===== src/rtl/control_sequencer.sv =====
// control_sequencer: multi-cycle instruction sequencer for the 4-bit-opcode
// datapath. It owns the instruction-cycle FSM, latches the opcode and drives
// every datapath enable, reset and mux select.
// Optional feature macro: CTRL_ILLEGAL_TRAP_EN (illegal opcodes trap to HALT
// and set a sticky illegal_op flag; otherwise they behave as NOP).
//
// state     | meaning
// ----------+--------------------------------------------------------------
// IDLE      | post-reset cycle, all datapath resets asserted
// FETCH     | load memory address register from PC
// LATCH     | load IR, increment PC, capture opcode internally
// DECODE    | read register file operands, route by opcode
// EXECUTE   | ALU op / branch / jump / output / memory address setup
// MEM       | hold MEM_WAIT+1 cycles for RAM, STORE writes on the last one
// WRITEBACK | write register file from ALU or RAM
// HALT      | stopped until control_reset
module control_sequencer #(
    parameter int OPCODE_W = 4,
    parameter int MEM_WAIT = 0,
    parameter int RETIRE_W = 16
) (
    input  logic                clock,
    input  logic                control_reset,
    input  logic [OPCODE_W-1:0] opcode,
    input  logic                branch_flag,
    input  logic                lt_flag,
    output logic [2:0]          state,
    output logic [1:0]          alu_control,
    output logic                pc_en,
    output logic                ir_en,
    output logic                read_1_en,
    output logic                read_2_en,
    output logic                reg_file_wr_en,
    output logic                mem_add_en,
    output logic                ram_wr_en,
    output logic                output_en,
    output logic                pc_reset,
    output logic                reg_file_reset,
    output logic                mem_add_reset,
    output logic                output_reset,
    output logic                pc_or_read_mem,
    output logic                pc_in_op,
    output logic                write_reg_from_memory,
    output logic                halted,
    output logic                illegal_op,
    output logic [RETIRE_W-1:0] instr_retired
);

    typedef enum logic [2:0] {
        S_IDLE      = 3'd0,
        S_FETCH     = 3'd1,
        S_LATCH     = 3'd2,
        S_DECODE    = 3'd3,
        S_EXECUTE   = 3'd4,
        S_MEM       = 3'd5,
        S_WRITEBACK = 3'd6,
        S_HALT      = 3'd7
    } state_t;

    localparam logic [3:0] OP_NOP   = 4'h0;
    localparam logic [3:0] OP_ADD   = 4'h1;
    localparam logic [3:0] OP_SUB   = 4'h2;
    localparam logic [3:0] OP_AND   = 4'h3;
    localparam logic [3:0] OP_OR    = 4'h4;
    localparam logic [3:0] OP_LOAD  = 4'h5;
    localparam logic [3:0] OP_STORE = 4'h6;
    localparam logic [3:0] OP_BEQ   = 4'h7;
    localparam logic [3:0] OP_BLT   = 4'h8;
    localparam logic [3:0] OP_JMP   = 4'h9;
    localparam logic [3:0] OP_OUT   = 4'hA;
    localparam logic [3:0] OP_HALT  = 4'hF;

    // Bits above the 4-bit opcode field; any of them set makes the opcode illegal.
    localparam logic [OPCODE_W-1:0] OP_HI_MASK = ~OPCODE_W'(4'hF);

    state_t                state_q, state_d;
    logic [OPCODE_W-1:0]   op_q, op_d;
    logic [3:0]            cnt_q, cnt_d;
    logic [RETIRE_W-1:0]   retired_q, retired_d;
    logic [3:0]            op_lo;
    logic                  op_illegal;

`ifdef CTRL_ILLEGAL_TRAP_EN
    logic                  illegal_q, illegal_d;
`endif

    assign op_lo         = op_q[3:0];
    assign state         = state_q;
    assign instr_retired = retired_q;

    // Classify the latched opcode as illegal (reserved encodings or high bits set).
    always_comb begin
        op_illegal = |(op_q & OP_HI_MASK);
        if (op_lo inside {4'hB, 4'hC, 4'hD, 4'hE}) begin
            op_illegal = 1'b1;
        end
    end

    // Next-state, datapath control decode, MEM wait timer and retire counter.
    always_comb begin
        state_d               = state_q;
        op_d                  = op_q;
        cnt_d                 = cnt_q;
        retired_d             = retired_q;
        alu_control           = 2'b00;
        pc_en                 = 1'b0;
        ir_en                 = 1'b0;
        read_1_en             = 1'b0;
        read_2_en             = 1'b0;
        reg_file_wr_en        = 1'b0;
        mem_add_en            = 1'b0;
        ram_wr_en             = 1'b0;
        output_en             = 1'b0;
        pc_reset              = 1'b0;
        reg_file_reset        = 1'b0;
        mem_add_reset         = 1'b0;
        output_reset          = 1'b0;
        pc_or_read_mem        = 1'b0;
        pc_in_op              = 1'b0;
        write_reg_from_memory = 1'b0;
        halted                = 1'b0;
`ifdef CTRL_ILLEGAL_TRAP_EN
        illegal_d             = illegal_q;
`endif

        case (state_q)
            S_IDLE: begin
                pc_reset       = 1'b1;
                reg_file_reset = 1'b1;
                mem_add_reset  = 1'b1;
                output_reset   = 1'b1;
                state_d        = S_FETCH;
            end
            S_FETCH: begin
                mem_add_en = 1'b1;
                state_d    = S_LATCH;
            end
            S_LATCH: begin
                ir_en   = 1'b1;
                pc_en   = 1'b1;
                op_d    = opcode;
                state_d = S_DECODE;
            end
            S_DECODE: begin
                read_1_en = 1'b1;
                read_2_en = 1'b1;
                // Illegal check comes first so a HALT nibble with high bits set
                // is still treated as illegal.
                if (op_illegal) begin
`ifdef CTRL_ILLEGAL_TRAP_EN
                    state_d   = S_HALT;
                    illegal_d = 1'b1;
`else
                    state_d   = S_FETCH;
`endif
                end else if (op_lo == OP_HALT) begin
                    state_d = S_HALT;
                end else if (op_lo == OP_NOP) begin
                    state_d = S_FETCH;
                end else begin
                    state_d = S_EXECUTE;
                end
            end
            S_EXECUTE: begin
                state_d = S_FETCH;
                case (op_lo)
                    OP_ADD: begin
                        alu_control = 2'b00;
                        state_d     = S_WRITEBACK;
                    end
                    OP_SUB: begin
                        alu_control = 2'b01;
                        state_d     = S_WRITEBACK;
                    end
                    OP_AND: begin
                        alu_control = 2'b10;
                        state_d     = S_WRITEBACK;
                    end
                    OP_OR: begin
                        alu_control = 2'b11;
                        state_d     = S_WRITEBACK;
                    end
                    OP_LOAD, OP_STORE: begin
                        mem_add_en     = 1'b1;
                        pc_or_read_mem = 1'b1;
                        cnt_d          = 4'(MEM_WAIT);
                        state_d        = S_MEM;
                    end
                    OP_BEQ: begin
                        alu_control = 2'b01;
                        pc_en       = branch_flag;
                        pc_in_op    = branch_flag;
                    end
                    OP_BLT: begin
                        alu_control = 2'b01;
                        pc_en       = lt_flag;
                        pc_in_op    = lt_flag;
                    end
                    OP_JMP: begin
                        pc_en    = 1'b1;
                        pc_in_op = 1'b1;
                    end
                    OP_OUT: begin
                        output_en = 1'b1;
                    end
                    default: begin
                        state_d = S_FETCH;
                    end
                endcase
            end
            S_MEM: begin
                if (cnt_q == 4'd0) begin
                    if (op_lo == OP_STORE) begin
                        ram_wr_en = 1'b1;
                        state_d   = S_FETCH;
                    end else begin
                        state_d   = S_WRITEBACK;
                    end
                end else begin
                    cnt_d = cnt_q - 4'd1;
                end
            end
            S_WRITEBACK: begin
                reg_file_wr_en        = 1'b1;
                write_reg_from_memory = (op_lo == OP_LOAD);
                state_d               = S_FETCH;
            end
            S_HALT: begin
                halted  = 1'b1;
                state_d = S_HALT;
            end
            default: begin
                state_d = S_IDLE;
            end
        endcase

        if ((state_d == S_FETCH) &&
            (state_q inside {S_DECODE, S_EXECUTE, S_MEM, S_WRITEBACK})) begin
            retired_d = retired_q + RETIRE_W'(1);
        end
    end

`ifdef CTRL_ILLEGAL_TRAP_EN
    assign illegal_op = illegal_q;
`else
    assign illegal_op = 1'b0;
`endif

    // State, latched opcode, wait timer and counters with synchronous reset.
    always_ff @(posedge clock) begin
        if (control_reset) begin
            state_q   <= S_IDLE;
            op_q      <= '0;
            cnt_q     <= 4'd0;
            retired_q <= '0;
`ifdef CTRL_ILLEGAL_TRAP_EN
            illegal_q <= 1'b0;
`endif
        end else begin
            state_q   <= state_d;
            op_q      <= op_d;
            cnt_q     <= cnt_d;
            retired_q <= retired_d;
`ifdef CTRL_ILLEGAL_TRAP_EN
            illegal_q <= illegal_d;
`endif
        end
    end

endmodule


===== config.mk =====
export PLATFORM = sky130hd
export DESIGN_NAME = control_sequencer
export DESIGN_NICKNAME = d
export VERILOG_FILES = /design/src/rtl/control_sequencer.sv
export SDC_FILE = /design/constraint.sdc
export NUM_CORES = 1
export LEC_CHECK = 0
export BUFFER_PORTS_ARGS = -buffer_cell sky130_fd_sc_hd__buf_2
export CAP_MARGIN = 20
export CORE_ASPECT_RATIO = 2
export CORE_MARGIN = 4
export CORE_UTILIZATION = 51
export CTS_CLUSTER_DIAMETER = 200
export DETAILED_ROUTE_END_ITERATION = 7
export PLACE_DENSITY = 0.83
export SYNTH_ARGS = -nofsm -noshare
export SYNTH_HDL_FRONTEND = slang
export SYNTH_SLANG_ARGS = --single-unit

===== constraint.sdc =====
create_clock -name clock -period 4.1 [get_ports clock]
set_clock_uncertainty 0.2 [all_clocks]
set_input_delay 1.23 -clock clock [delete_from_list [all_inputs] [get_ports clock]]
set_output_delay 1.23 -clock clock [all_outputs]
set_load 0.01 [all_outputs]

Yosys cells after proc, flatten, opt, wreduce, memory -nomap -nowiden
Index checks and enable logic that the tools add are counted.
- reduce and logical (&&, ||, !) cells: 12
- $add $sub $neg: 2
- eq/ne operators: 25
- mux-type cells: 30
- operators with widths (kind ; count):
    == test 4 bit (second input constant) ; 8
    case mux 3 bit (7 select lines) ; 1
    adder 16 x 1 -> 16 bit (second input constant) ; 1
    == test 4 x 3 -> 1 bit (second input constant) ; 4
    two-way mux 1 bit ; 15
    two-way mux 3 bit ; 5
    == test 3 bit (second input constant) ; 4
    == test 4 x 2 -> 1 bit (second input constant) ; 2
    zero test 4 bit ; 2
    two-way mux 4 bit ; 2
    case mux 4 bit (2 select lines) ; 1
    nonzero test 4 bit ; 2
    == test 3 x 1 -> 1 bit (second input constant) ; 2
    == test 3 x 2 -> 1 bit (second input constant) ; 2
    case mux 2 bit (3 select lines) ; 1
    case mux 3 bit (2 select lines) ; 1
    == test 4 x 1 -> 1 bit (second input constant) ; 1
    case mux 1 bit (2 select lines) ; 2
    OR reduction 2 bit ; 2
    OR reduction 4 bit ; 1
    subtractor 4 x 1 -> 4 bit (second input constant) ; 1
    zero test 3 bit ; 1
    case mux 1 bit (3 select lines) ; 1
    AND reduction 3 bit ; 1
    6 further kinds ; 6
- output and inout port bits: 38
- register bits: 27
- input port bits: 8
- word-level logic and storage cells: 73

Depth between registers and ports, before layout
- word-level depth: 7
- mapped depth: 10
- depth with buffers taken out: 8

Worst setup path after synthesis
No wires, ideal clock.
- path kind: register to output
- start: reg state_q[2] (netlist: state[2])
- end: out mem_add_en
- stages on the path, launching flop included: 6
- arrival time: 1.922 ns
- path slack: 0.748 ns
- data required time: 2.670 ns
- buffers on the path: 2
- cells stage by stage: dfxtp_1 clkbuf_1 or3b_1 clkbuf_1 nor3_1 o21bai_1
- cells in the longest elaborated chain, start to end: 2
- elaborated cells on any way between the ends: 3
- classes of those cells: eq/ne (2); mux (1)
- ends and longest elaborated chain (element ; line ; text):
    start: declaration ; 76 ; state_t state_q, state_d;
    start signal: assignment ; 260 ; state_q <= state_d;
    == test 3 bit or == test 3 x 1 -> 1 bit (tied branches) ; 126 ; case (state_q)
    case mux 1 bit (2 select lines) * ; 126 ;
    end: declaration ; 34 ; output logic mem_add_en,
Mark *: on every way between the ends. The rest lies on a longest branch, timed or not.

Worst setup path after layout
- start: reg state_q[1] (netlist: state[1])
- end: out mem_add_en
Same word-level chain as after synthesis.

==> reports/metrics.csv <==
stage,metric,value,unit
yosys,synthCells,210,
sta,finalWorstSetupSlack,0.478,ns
power_and_ir_drop,powerDensity,298,mW/mm2
route,drc,0,
grt,grt_max_degree,29,
route,wirelength,3740,um
final_layout,drive_gt1_frac,0.224,
grt,grt_usage,0.189,
route,dr.pass1.iters,4,
route,first_iter_violations,30,
grt,antenna_found_initial,0,
clock_tree,cts_sinks,27,
worst_setup_path,timing.rr.start,op_lo[2]$_SDFFE_PP0P_,
floorplanning,coreArea,0.00316,mm2
power_and_ir_drop,finalPower,0.557,mW
placed_design,hpwl,2910,um
grt,grt_pass1_vias,1406,
clock_tree,clk-insertion-delay-late,0.27,ns
worst_setup_path,reg2regPathDepth,6,
final_layout,postLayoutCoreUtil,0.593,
power_and_ir_drop,p_switching,0.168,mW
worst_setup_path,worstSetupPathType,flop to output pin,
power_and_ir_drop,seq_power_share,0.525,
sta,final.period_utilization,0.883,
clock_tree,cts.clk_slew.worst_paths,0.09,ns
floorplanning,num_io_pins,46,
route,vias,1588,
power_and_ir_drop,p_clk_frac,0.264,
final_layout,synthToLayoutAreaGrowth,13.4,%
placed_design,place_inst,268,
sta,hold_viol_final,0,
worst_setup_path,critPathRequiredTime,2.67,ns
sta,rsz0062_at_grt,no,
power_and_ir_drop,p_comb_frac,0.210,
hold_path,holdPathStages,2,
sta,fmax,276,MHz
hold_path,hold_end,instr_retired[13]$_SDFFE_PP0P_,
clock_tree,cts_tree,yes,
run_status,outcome,"finished, final reports clean",
yosys,synth-seq-area-share,0.327,
hold_path,hold_path_class,flop to flop,
placed_design,globalplace.congestion,0.873,
placed_design,pre_cts_ws,0.596,ns
final_layout,final_cell_area,0.00187,mm2
final_layout,mostFrequentLayoutCells,"buf_2 (44), dfxtp_1 (27), nor2_1 (24)",
final_layout,n_antenna_cell,0,
route,wire_per_inst,13.7,um
sta,setup_viol,0,
route,ant_nets,0,
floorplanning,fp-row-count,29,
sta,slew_headroom,0.573,
route,post_drt_via_cell_ratio,5.84,
sta,fin_tns_setup,0,ns
sta,holdWs,0.292,ns
worst_setup_path,start_kind,flop,
floorplanning,dieHeight,88.5,um
floorplanning,fp.dieW,48.2,um
clock_tree,cts_hold_buf,0,
yosys,yosys_warnings,0,
yosys,synth_seq_cells,27,
hold_path,min-delay-start,instr_retired[13]$_SDFFE_PP0P_,
sta,worst_pin_slew,0.636,ns
sta,slew_violations,0,
placed_design,io_buffers,44,
clock_tree,postCtsSetupBuffers,0,
worst_setup_path,arrival,2.19,ns
yosys,synth_area_per_cell,7.86,um2
final_layout,final_nets,253,
yosys,netlist_area,0.00165,mm2
final_layout,mostFrequentLayoutCell,buf_2,
placed_design,placement.cell_area,0.00183,mm2
clock_tree,cts_inserted_buffers,3,
power_and_ir_drop,vdd_drop_max,0.244,mV
floorplanning,initial_core_util,0.523,
yosys,synthArstFlopShare,0,
clock_tree,post_cts_resized,0,
worst_setup_path,r2r_end,instr_retired[9]$_SDFFE_PP0P_,
yosys,synth_fp_nets,221,
power_and_ir_drop,intPower,0.389,mW
clock_tree,root_buffer,clkbuf_8,
run,max-cap-violations,0,
yosys,synth_edf_count,0,
power_and_ir_drop,swShare,0.301,
yosys,synth_flop_cell,dfxtp_1,
final_layout,fin_cells,272,
floorplanning,dieArea,0.00427,mm2
clock_tree,htree_levels,1,
grt,grt_pass1_wl,6090,um
worst_setup_path,ff2ff_setup_slack,0.83,ns
clock_tree,clock_path_buffers,2,
yosys,ys_types,51,
grt,gr-total-overflow,0,
sta,layout_min_cycle_time,3.62,ns
worst_setup_path,crit_fanout,16,
worst_setup_path,worstSetupEndpointType,output pin,
power_and_ir_drop,leakagePower,0.759,nW
==> flip-flops by register name (all words and copies together) (netlist names) <==
name and count:
cnt_q 4, instr_retired 16, op_lo 4, state 3
==> worst max path at each step <==
stage | startpoint | end | slack, ns | depth (start not counted)
2_1_floorplan | state[2]$_SDFF_PP0_ | mem_add_en | 0.75 | 5
3_3_place_gp | lt_flag | pc_en | 0.61 | 6
3_5_place_dp | lt_flag | pc_en | 0.60 | 6
4_1_cts | state[1]$_SDFF_PP0_ | mem_add_en | 0.46 | 4
5_1_grt | state[2]$_SDFF_PP0_ | mem_add_en | 0.31 | 4
6_report | state[1]$_SDFF_PP0_ | mem_add_en | 0.48 | 4
==> logic make-up (layout without fill, tap and decap cells) <==
kind of cell,after synthesis,count (layout),share of synthesized area
AO/OA/AOI/OAI,45,45,0.182
XOR/XNOR,7,7,0.0371
adder cells (fa/ha/maj),3,3,0.0227
buffers and inverters,24,55,0.0712
flip-flops,27,27,0.327
multiplexers,5,5,0.0303
other,1,1,0.00227
AND/OR/NAND/NOR,98,98,0.327
==> metal layers <==
| metal | vias up | wire (um) | track usage |
|---|---|---|---|
| li1 | 814 | - | - |
| met1 | 735 | 1410 | 0.207 |
| met2 | 35 | 2100 | 0.352 |
| met3 | 4 | 178 | 0.0183 |
| met4 | 0 | 42 | 0.0564 |
| met5 | - | 0 | 0 |
==> power groups by stage <==
| stage | clock (mW) | sequential, mW | combinational [mW] |
|---|---|---|---|
| floorplan | 0 | 0.287 | 0.104 |
| global placement | 0 | 0.298 | 0.117 |
| detailed placement | 0 | 0.299 | 0.119 |
| CTS | 0.153 | 0.293 | 0.119 |
| global route | 0.162 | 0.296 | 0.133 |
| finish | 0.147 | 0.293 | 0.117 |
==> worst max-delay path, cell delays in order (launching register included) <==
cell      delay [ns]
dfxtp_1         0.46
or3b_1          0.54
nor3_1          0.58
o21bai_1        0.20
buf_2           0.14
==> area by class of cell <==
class / count / area (um2)
flip-flops and latches: 27 / 541
multi-input cells: 159 / 993
clock inverters: 1 / 5.00
well taps: 31 / 38.8
fillers: 299 / 1280
inverters: 5 / 18.8
clock buffers: 3 / 41.3
repair buffers: 46 / 235
==> synthesized netlist by cell type (all sizes together) (5+ instances only) <==
library cell,instances,area share
a21oi,15,0.045
buf,8,0.035
clkbuf,11,0.025
dfxtp,27,0.33
inv,5,0.011
mux2i,5,0.030
nand2,16,0.036
nand3,5,0.015
nor2,24,0.055
nor3,10,0.030
nor4,5,0.019
o21ai,6,0.018
o31ai,6,0.027
or4,9,0.043
xnor2,5,0.027
(Power assumes the default switching activity.)
